<file path="src/rtl/conv3x3_stream.sv">
// rtl/conv3x3_stream.sv - streaming 3x3 zero-padded convolution over a fixed raster
// Walks a (H+1)x(W+1) virtual grid so the trailing pad column/row flush the window.
module conv3x3_stream #(
  parameter int IMG_WIDTH  = 32,
  parameter int IMG_HEIGHT = 32,
  parameter int DATA_W     = 8,
  parameter int OUT_W      = 22
) (
  input  logic                clk,
  input  logic                rst,
  input  logic                start_signal,
  input  logic [9*DATA_W-1:0] weight_in,
  input  logic [15:0]         bias_in,
  input  logic                pixel_valid,
  input  logic [DATA_W-1:0]   pixel_in,
  output logic                in_ready,
  output logic [OUT_W-1:0]    result_out,
  output logic                result_valid,
  output logic                done_signal
);

  localparam int LB_N = IMG_WIDTH + 1;
  localparam int CW   = $clog2(IMG_WIDTH + 2);
  localparam int RW   = $clog2(IMG_HEIGHT + 2);
  localparam int PW   = 2 * DATA_W;
  localparam int SW   = PW + 4;

  typedef enum logic [2:0] {S_IDLE, S_RUN, S_PAD, S_FLUSH, S_DONE} state_t;

  state_t                     state_q, state_d;
  logic [RW-1:0]              vr_q, vr_d;
  logic [CW-1:0]              vc_q, vc_d;
  logic [9*DATA_W-1:0]        w_q, w_d;
  logic [15:0]                bias_q, bias_d;
  logic [LB_N*DATA_W-1:0]     lb1_q, lb1_d;
  logic [LB_N*DATA_W-1:0]     lb2_q, lb2_d;
  logic [DATA_W-1:0]          win_q [9];
  logic [DATA_W-1:0]          win_d [9];
  logic                       wvalid_q, wvalid_d;
  logic signed [PW-1:0]       prod_q [9];
  logic signed [PW-1:0]       prod_d [9];
  logic                       pvalid_q, pvalid_d;
  logic [OUT_W-1:0]           res_q, res_d;
  logic                       res_valid_q, res_valid_d;
  logic                       done_q, done_d;

  logic                       adv;
  logic [DATA_W-1:0]          pix;
  logic [DATA_W-1:0]          lb1_top, lb2_top;
  logic signed [SW-1:0]       acc;

  function automatic logic signed [PW-1:0] sx(input logic [DATA_W-1:0] v);
    return {{(PW-DATA_W){v[DATA_W-1]}}, v};
  endfunction

  // Oldest line-buffer entry is the same column one (or two) virtual rows back.
  assign lb1_top = lb1_q[LB_N*DATA_W-1 -: DATA_W];
  assign lb2_top = lb2_q[LB_N*DATA_W-1 -: DATA_W];

  always_comb begin
    state_d     = state_q;
    vr_d        = vr_q;
    vc_d        = vc_q;
    w_d         = w_q;
    bias_d      = bias_q;
    lb1_d       = lb1_q;
    lb2_d       = lb2_q;
    win_d       = win_q;
    prod_d      = prod_q;
    res_d       = res_q;
    wvalid_d    = 1'b0;
    pvalid_d    = wvalid_q;
    res_valid_d = pvalid_q;
    done_d      = 1'b0;
    adv         = 1'b0;
    pix         = '0;
    acc         = '0;

    case (state_q)
      S_IDLE: ;
      S_RUN: begin
        if (pixel_valid) begin
          adv = 1'b1;
          pix = pixel_in;
          if (vc_q == CW'(IMG_WIDTH - 1)) state_d = S_PAD;
        end
      end
      S_PAD: begin
        adv     = 1'b1;
        state_d = (vr_q == RW'(IMG_HEIGHT - 1)) ? S_FLUSH : S_RUN;
      end
      S_FLUSH: begin
        adv = 1'b1;
        if (vc_q == CW'(IMG_WIDTH)) state_d = S_DONE;
      end
      S_DONE: begin
        if (res_valid_q && !pvalid_q && !wvalid_q) begin
          done_d  = 1'b1;
          state_d = S_IDLE;
        end
      end
      default: state_d = S_IDLE;
    endcase

    if (adv) begin
      lb1_d = {lb1_q[(LB_N-1)*DATA_W-1:0], pix};
      lb2_d = {lb2_q[(LB_N-1)*DATA_W-1:0], lb1_top};
      // Column 0 starts a fresh window: older columns lie left of the frame.
      for (int r = 0; r < 3; r++) begin
        win_d[3*r]   = (vc_q == '0) ? '0 : win_q[3*r+1];
        win_d[3*r+1] = (vc_q == '0) ? '0 : win_q[3*r+2];
      end
      win_d[2] = (vr_q >= RW'(2)) ? lb2_top : '0;
      win_d[5] = (vr_q >= RW'(1)) ? lb1_top : '0;
      win_d[8] = pix;
      wvalid_d = (vr_q != '0) && (vc_q != '0);
      if (vc_q == CW'(IMG_WIDTH)) begin
        vc_d = '0;
        vr_d = vr_q + RW'(1);
      end else begin
        vc_d = vc_q + CW'(1);
      end
    end

    if (wvalid_q) begin
      for (int k = 0; k < 9; k++) begin
        prod_d[k] = sx(win_q[k]) * sx(w_q[k*DATA_W +: DATA_W]);
      end
    end

    acc = {{(SW-16){bias_q[15]}}, bias_q};
    for (int k = 0; k < 9; k++) begin
      acc = acc + {{(SW-PW){prod_q[k][PW-1]}}, prod_q[k]};
    end
    if (pvalid_q) res_d = {{(OUT_W-SW){acc[SW-1]}}, acc};

    // A start anywhere aborts the frame and drops everything in flight.
    if (start_signal) begin
      state_d     = S_RUN;
      vr_d        = '0;
      vc_d        = '0;
      w_d         = weight_in;
      bias_d      = bias_in;
      wvalid_d    = 1'b0;
      pvalid_d    = 1'b0;
      res_valid_d = 1'b0;
      done_d      = 1'b0;
    end
  end

  always_ff @(posedge clk or negedge rst) begin
    if (!rst) begin
      state_q     <= S_IDLE;
      vr_q        <= '0;
      vc_q        <= '0;
      w_q         <= '0;
      bias_q      <= '0;
      lb1_q       <= '0;
      lb2_q       <= '0;
      wvalid_q    <= 1'b0;
      pvalid_q    <= 1'b0;
      res_q       <= '0;
      res_valid_q <= 1'b0;
      done_q      <= 1'b0;
      for (int k = 0; k < 9; k++) begin
        win_q[k]  <= '0;
        prod_q[k] <= '0;
      end
    end else begin
      state_q     <= state_d;
      vr_q        <= vr_d;
      vc_q        <= vc_d;
      w_q         <= w_d;
      bias_q      <= bias_d;
      lb1_q       <= lb1_d;
      lb2_q       <= lb2_d;
      wvalid_q    <= wvalid_d;
      pvalid_q    <= pvalid_d;
      res_q       <= res_d;
      res_valid_q <= res_valid_d;
      done_q      <= done_d;
      for (int k = 0; k < 9; k++) begin
        win_q[k]  <= win_d[k];
        prod_q[k] <= prod_d[k];
      end
    end
  end

  assign in_ready     = (state_q == S_RUN);
  assign result_out   = res_q;
  assign result_valid = res_valid_q;
  assign done_signal  = done_q;

endmodule
</file>
<file path="config.mk">
export PLATFORM = sky130hd
export DESIGN_NAME = conv3x3_stream
export DESIGN_NICKNAME = d
export VERILOG_FILES = /design/src/rtl/conv3x3_stream.sv
export SDC_FILE = /design/constraint.sdc
export NUM_CORES = 2
export LEC_CHECK = 0
export BUFFER_PORTS_ARGS = -buffer_cell sky130_fd_sc_hd__buf_2
export CAP_MARGIN = 20
export CELL_PAD_IN_SITES_DETAIL_PLACEMENT = 1
export CELL_PAD_IN_SITES_GLOBAL_PLACEMENT = 2
export CORE_MARGIN = 3
export CORE_UTILIZATION = 38
export DETAILED_ROUTE_END_ITERATION = 10
export GPL_TIMING_DRIVEN = 0
export PLACE_DENSITY_LB_ADDON = 0.15
export RECOVER_POWER = 25
export SYNTH_ARGS = -nofsm -noshare
export SYNTH_HDL_FRONTEND = slang
export SYNTH_SLANG_ARGS = --single-unit
</file>
<file path="constraint.sdc">
create_clock -name clk -period 4.9 [get_ports clk]
set_clock_uncertainty 0.15 [all_clocks]
set_input_delay 0.98 -clock clk [delete_from_list [all_inputs] [get_ports clk]]
set_output_delay 0.98 -clock clk [all_outputs]
set_load 0.01 [all_outputs]
</file>
Word level (Yosys, flattened, before mapping)
Index checks and enable logic that the tools add are counted.

storage, ports and cells
  input bits = 100
  output and inout bits = 25
  bits in registers = 871
  logic and storage cells = 110

operators by class
  add/sub/neg operators = 11
  eq/ne operators = 12
  order comparisons = 2
  multiplexer cells = 32
  multiply operators = 9
  reductions and logical operators = 14

operators with widths
  operator               count
  $mul A8 B8 Y16         9
  $add A20 B20 Y20       5
  $mux W8                10
  $mux W6                6
  $add A19 B16 Y20       1
  $add A18 B16 Y19       1
  $add A17 B16 Y18       1
  $add A16 B16 Y17       1
  $mux W3                5
  $pmux W3 S5            1
  $add A6 B1 Y6 const B  2
  $eq A6 B5 Y1 const B   2
  $reduce_bool A6 Y1     2
  $ne A3 B3 Y1 const B   3
  $mux W1                8
  $eq A3 B2 Y1 const B   2
  $eq A6 B6 Y1 const B   1
  $ge A6 B1 Y1 const B   1
  $ge A6 B2 Y1 const B   1
  $logic_not A6 Y1       1
  $reduce_and A5 Y1      1
  $reduce_bool A2 Y1     2
  $eq A3 B1 Y1 const B   1
  $eq A3 B3 Y1 const B   1
  other kinds (9)        12

Depth between registers and ports, before layout
  depth in word-level cells = 9
  mapped depth = 20
  depth with buffers taken out = 19

Least setup slack after synthesis
No wires, ideal clock.

  kind = register -> register
  from = register prod_q[90] in the netlist's numbering
  to = register, netlist name result_out[19]
  required time = 4.625 ns
  path buffers = 0
  arrival = 4.499 ns
  slack = 0.127 ns
  cell stages (with the launch flop) = 16
  period minus slack after synthesis = 4.773 ns
  setup time = 0.125 ns
  path through = dfrtp_1 fa_1 fa_1 fa_1 fa_1 inv_1 fa_1 inv_1 ha_1 a21oi_1 o21ai_0 or3_1 o22ai_1 o21ai_1 xnor2_1 mux2_2

on the way
  cells in the longest elaborated chain, start to end = 6

RTL lines
  what                              RTL line  source
  start: declaration                40        logic signed [PW-1:0] prod_q [9];
  start signal: indexed assignment  184       prod_q[k] <= prod_d[k];
  $add A19 B16 Y20                  133       acc = acc + {{(SW-PW){prod_q[k][PW-1]}}, prod_q[k]};
  $add A20 B20 Y20 (5 in series)    133

Every way passes these cells.
A chain may end at the register's enable or synchronous reset.

Worst setup path in the final report
  from = register prod_q[122] in the netlist's numbering
  to = register, netlist name result_out[19]

on the way
  cells in the longest elaborated chain, start to end = 8

RTL lines
  what                            RTL line
  $add A17 B16 Y18                133
  $add A18 B16 Y19                133
  $add A19 B16 Y20                133
  $add A20 B20 Y20 (5 in series)  133

Every way passes these cells.

==> metrics.md <==
| Metric | Value |
|---|---|
| Detailed Routing Iterations Pass 1 | 5 |
| Post-route ant nets | 0 |
| Die Ht | between 300 and 400 um |
| Worst slew margin | -0.929 |
| Layout cells sized above 1 | 0.136 |
| Actual slew at the worst max-slew pin | a little under 3 ns |
| Fin cells | between 8,000 and 9,000 |
| Asr flop ratio synth | 1.00 |
| GR Util All Layers | 0.210 |
| Setup violations, final | 4 |
| Max-cap violation count | 2 |
| Diodes inserted | 0 |
| Hold Crit Class | register to register |
| Primary FF master, synth | dfrtp_1 |
| I/O pins | about 130 |
| Required @ worst endpoint | 5.37 ns |
| Final nets | 7,344 |
| Placed insts | about 8,200 |
| CTS Buf Count | about 110 |
| Final WS setup | -0.140 ns |
| Area share of the largest cell type after synthesis | 0.371 |
| Post-synthesis cell count | between 6,000 and 7,000 |
| Routed via count | between 40,000 and 50,000 |
| Net switching power | 0.0228 W |
| First-pass GRT wire length | approximately 260,000 um |
| DR vias/cell | between 4 and 5 |
| Starting density of the core | 0.383 |
| Count leader, synth | nand2_1 |
| Post-synthesis cell area | 0.0583 mm2 |
| Layout Area Growth over Synthesis | 14.7% |
| Setup TNS | -0.229 ns |
| Failing checks | max-capacitance violations, max-slew violations, negative setup slack |
| Multi-input logic area | roughly 0.033 mm2 |
| Crit end category | register |
| Port Buf Inserts | about 120 |
| Internal | about 0.027 W |
| Leak | between 30 and 40 nW |
| Hold Crit Depth | 2 |
| Sequential share of power | 0.176 |
| Final period utilization | 1.03 |
| Worst path arrival time | 5.51 ns |
| Critical Path Start Type | register |
| R2R setup slack | -0.14 ns |
| Max rail drop VDD | approximately 2.5 mV |
| Total die area | 0.158 mm2 |
| Critical path class | register to register |
| Routed WL | roughly 160,000 um |
| Syn Nets | 7,063 |
| Initial antenna violation count | 7 |
| Root buffer cell | clkbuf_16 |
| Reg clk slew, reported paths | ~0.060 ns |
| Max-slew violations | 51 |
| Power share of the clock group | 0.165 |
| Power Dens Cells | 751 mW/mm2 |
| Sw frac | 0.455 |
| Synth area leader | dfrtp_1 |
| GP Congestion | between 0.8 and 0.9 |
| Skew-Pair Late Insertion Delay | approximately 0.73 ns |
| Final Hold Vio Count | 0 |
| RSZ-0062 raised after global routing | yes |
| FF+latch count, synth | 863 |
| Cell variety after synth | 62 |
| EDFF count, synth | 0 |
| Core area | about 0.15 mm2 |
| Mean Syn Cell Area | ~9.6 um2 |
| Synth Warn # | 0 |
| # fillers | 17,199 |
| Wirelength per Cell | ~19 um |
| Vias in the first global route | between 40,000 and 50,000 |
| Post-synth top cells | nand2_1, dfrtp_1, inv_1 |
| Num rows | around 140 |
| Minimum clock period after layout | roughly 5.0 ns |
| Chip width | slightly below 400 um |
| Reg2Reg Depth | 15 |
| Detail Placement HPWL | about 120,000 um |
| Max clock buf depth | 3 |
| CTS sink cnt | between 800 and 900 |
| FF+latch area | roughly 0.022 mm2 |
| Crit-path max FO | 6 |
| Clock tree from TritonCTS | done |
| DRT iter0 DRCs | 1,775 |
| # DRC | 0 |
| Htree depth | 3 |
| Outcome | finished, violations left |
| Power share of the combinational group | 0.659 |
| Register area share after synthesis | 0.371 |
| Top post-synthesis cells by area | dfrtp_1, fa_1, nand2_1, ha_1, inv_1 |
| Congestion Overflow GR | 0 |
| Largest net degree at the start of global routing | between 100 and 150 |
| Fmax | 0.198 GHz |
-- metal layers --
metal | vias up | wire length (um) | GRT usage
met5 | - | 23 | 0
met4 | 4 | 5970 | 0.0701
met3 | 229 | 5580 | 0.0322
met2 | 462 | 78500 | 0.352
met1 | 20961 | 71500 | 0.278
li1 | 19116 | - | -
-- metrics by stage --
| stage | utilization | worst slack, ns | cell area, um2 | power [W] | hold slack [ns] |
|---|---|---|---|---|---|
| after CTS | 0.433 | -0.157 | 65800 | 0.0475 | 0.249 |
| after global routing | 0.439 | -0.226 | 66800 | 0.0540 | 0.267 |
| final | 0.439 | -0.140 | 66800 | 0.0502 | 0.297 |
| after global placement | 0.404 | -17.68 | 61400 | 0.0339 | 0.296 |
| after detailed placement | 0.406 | -0.751 | 61700 | 0.0348 | 0.302 |
| after floorplan | - | 0.127 | 58300 | 0.0293 | 0.289 |
-- what timing repair did --
item / in CTS / in global routing
cloned: 0 / 0
setup buffers: 27 / 72
pin swaps: 25 / 41
gates resized for setup: 107 / 173
hold buffers: 1 / 0
endpoints found under the hold margin: 39 / 0
setup endpoints to repair: 34 / 40
-- path summary, 6_finish.rpt --
| path | startpoint | endpoint |
|---|---|---|
| max | prod_q[122]$_DFFE_PN0P_ | result_out[19]$_DFFE_PN0P_ |
| min | lb1_q[119]$_DFFE_PN0P_ | lb1_q[127]$_DFFE_PN0P_ |
| max reg2reg | prod_q[122]$_DFFE_PN0P_ | result_out[19]$_DFFE_PN0P_ |
| min reg2reg | lb1_q[119]$_DFFE_PN0P_ | lb1_q[127]$_DFFE_PN0P_ |
| max in group asynchronous | rst | lb1_q[6]$_DFFE_PN0P_ |
| min in group asynchronous | rst | w_q[8]$_DFFE_PN0P_ |
-- cell usage in the layout, fill, tap and decap left out, drive strengths merged, types with 121 or more instances in the layout --
cell type / Yosys / final
fa: 627 / 627
buf: 85 / 317
nand2: 1848 / 1848
o21ai: 146 / 146
and2: 333 / 333
dfrtp: 863 / 863
ha: 291 / 291
xnor2: 121 / 121
clkbuf: 161 / 246
mux2: 129 / 129
inv: 795 / 800
-- final cells by class --
type                       count  share of cell area
multi-input combinational   4141               0.500
sequential                   863               0.325
clock buffer                 146              0.0449
inverter                     795              0.0447
tap                         2030              0.0380
timing repair buffer         238              0.0256
buffer                       182              0.0117
clock inverter                51              0.0104
-- sequential cells by signal, indices dropped and copies added (netlist names) --
register and flops:
lb1_q 264, lb2_q 264, prod_q 144, w_q 72, win_q 64, result_out 20, bias_q 16, vc_q 6
vr_q 6, state_q 3, done_signal 1, pvalid_q 1, result_valid 1, wvalid_q 1
-- kinds of logic (layout without fill, tap and decap cells) --
group	Yosys count	after routing	synth area share
fa+ha+maj	918	918	0.278
flops	863	863	0.371
simple gates	2496	2496	0.184
xor+xnor	135	135	0.0203
compound gates	459	459	0.0525
mux	133	133	0.0257
buf+inv	1041	1412	0.0685
-- power groups by stage --
| stage | clock network [W] | logic [W] | registers, W |
|---|---|---|---|
| 6_report | 0.00826 | 0.0331 | 0.00883 |
| 5_1_grt | 0.00885 | 0.0362 | 0.00896 |
| 4_1_cts | 0.00856 | 0.0301 | 0.00885 |
| 3_5_place_dp | 0 | 0.0259 | 0.00889 |
| 3_3_place_gp | 0 | 0.0250 | 0.00888 |
| 2_1_floorplan | 0 | 0.0207 | 0.00859 |
-- worst max-delay path: stages (launching register included) --
cell,delay [ns]
dfrtp_2,0.44
fa_2,0.61
fa_1,0.46
fa_1,0.50
fa_1,0.55
inv_1,0.07
fa_1,0.49
inv_2,0.05
ha_4,0.24
a21oi_4,0.16
o21ai_2,0.08
or3_4,0.38
o22ai_4,0.22
o21ai_2,0.10
xnor2_2,0.18
mux2_4,0.28
Note: power is estimated with default switching activity, not from simulation.
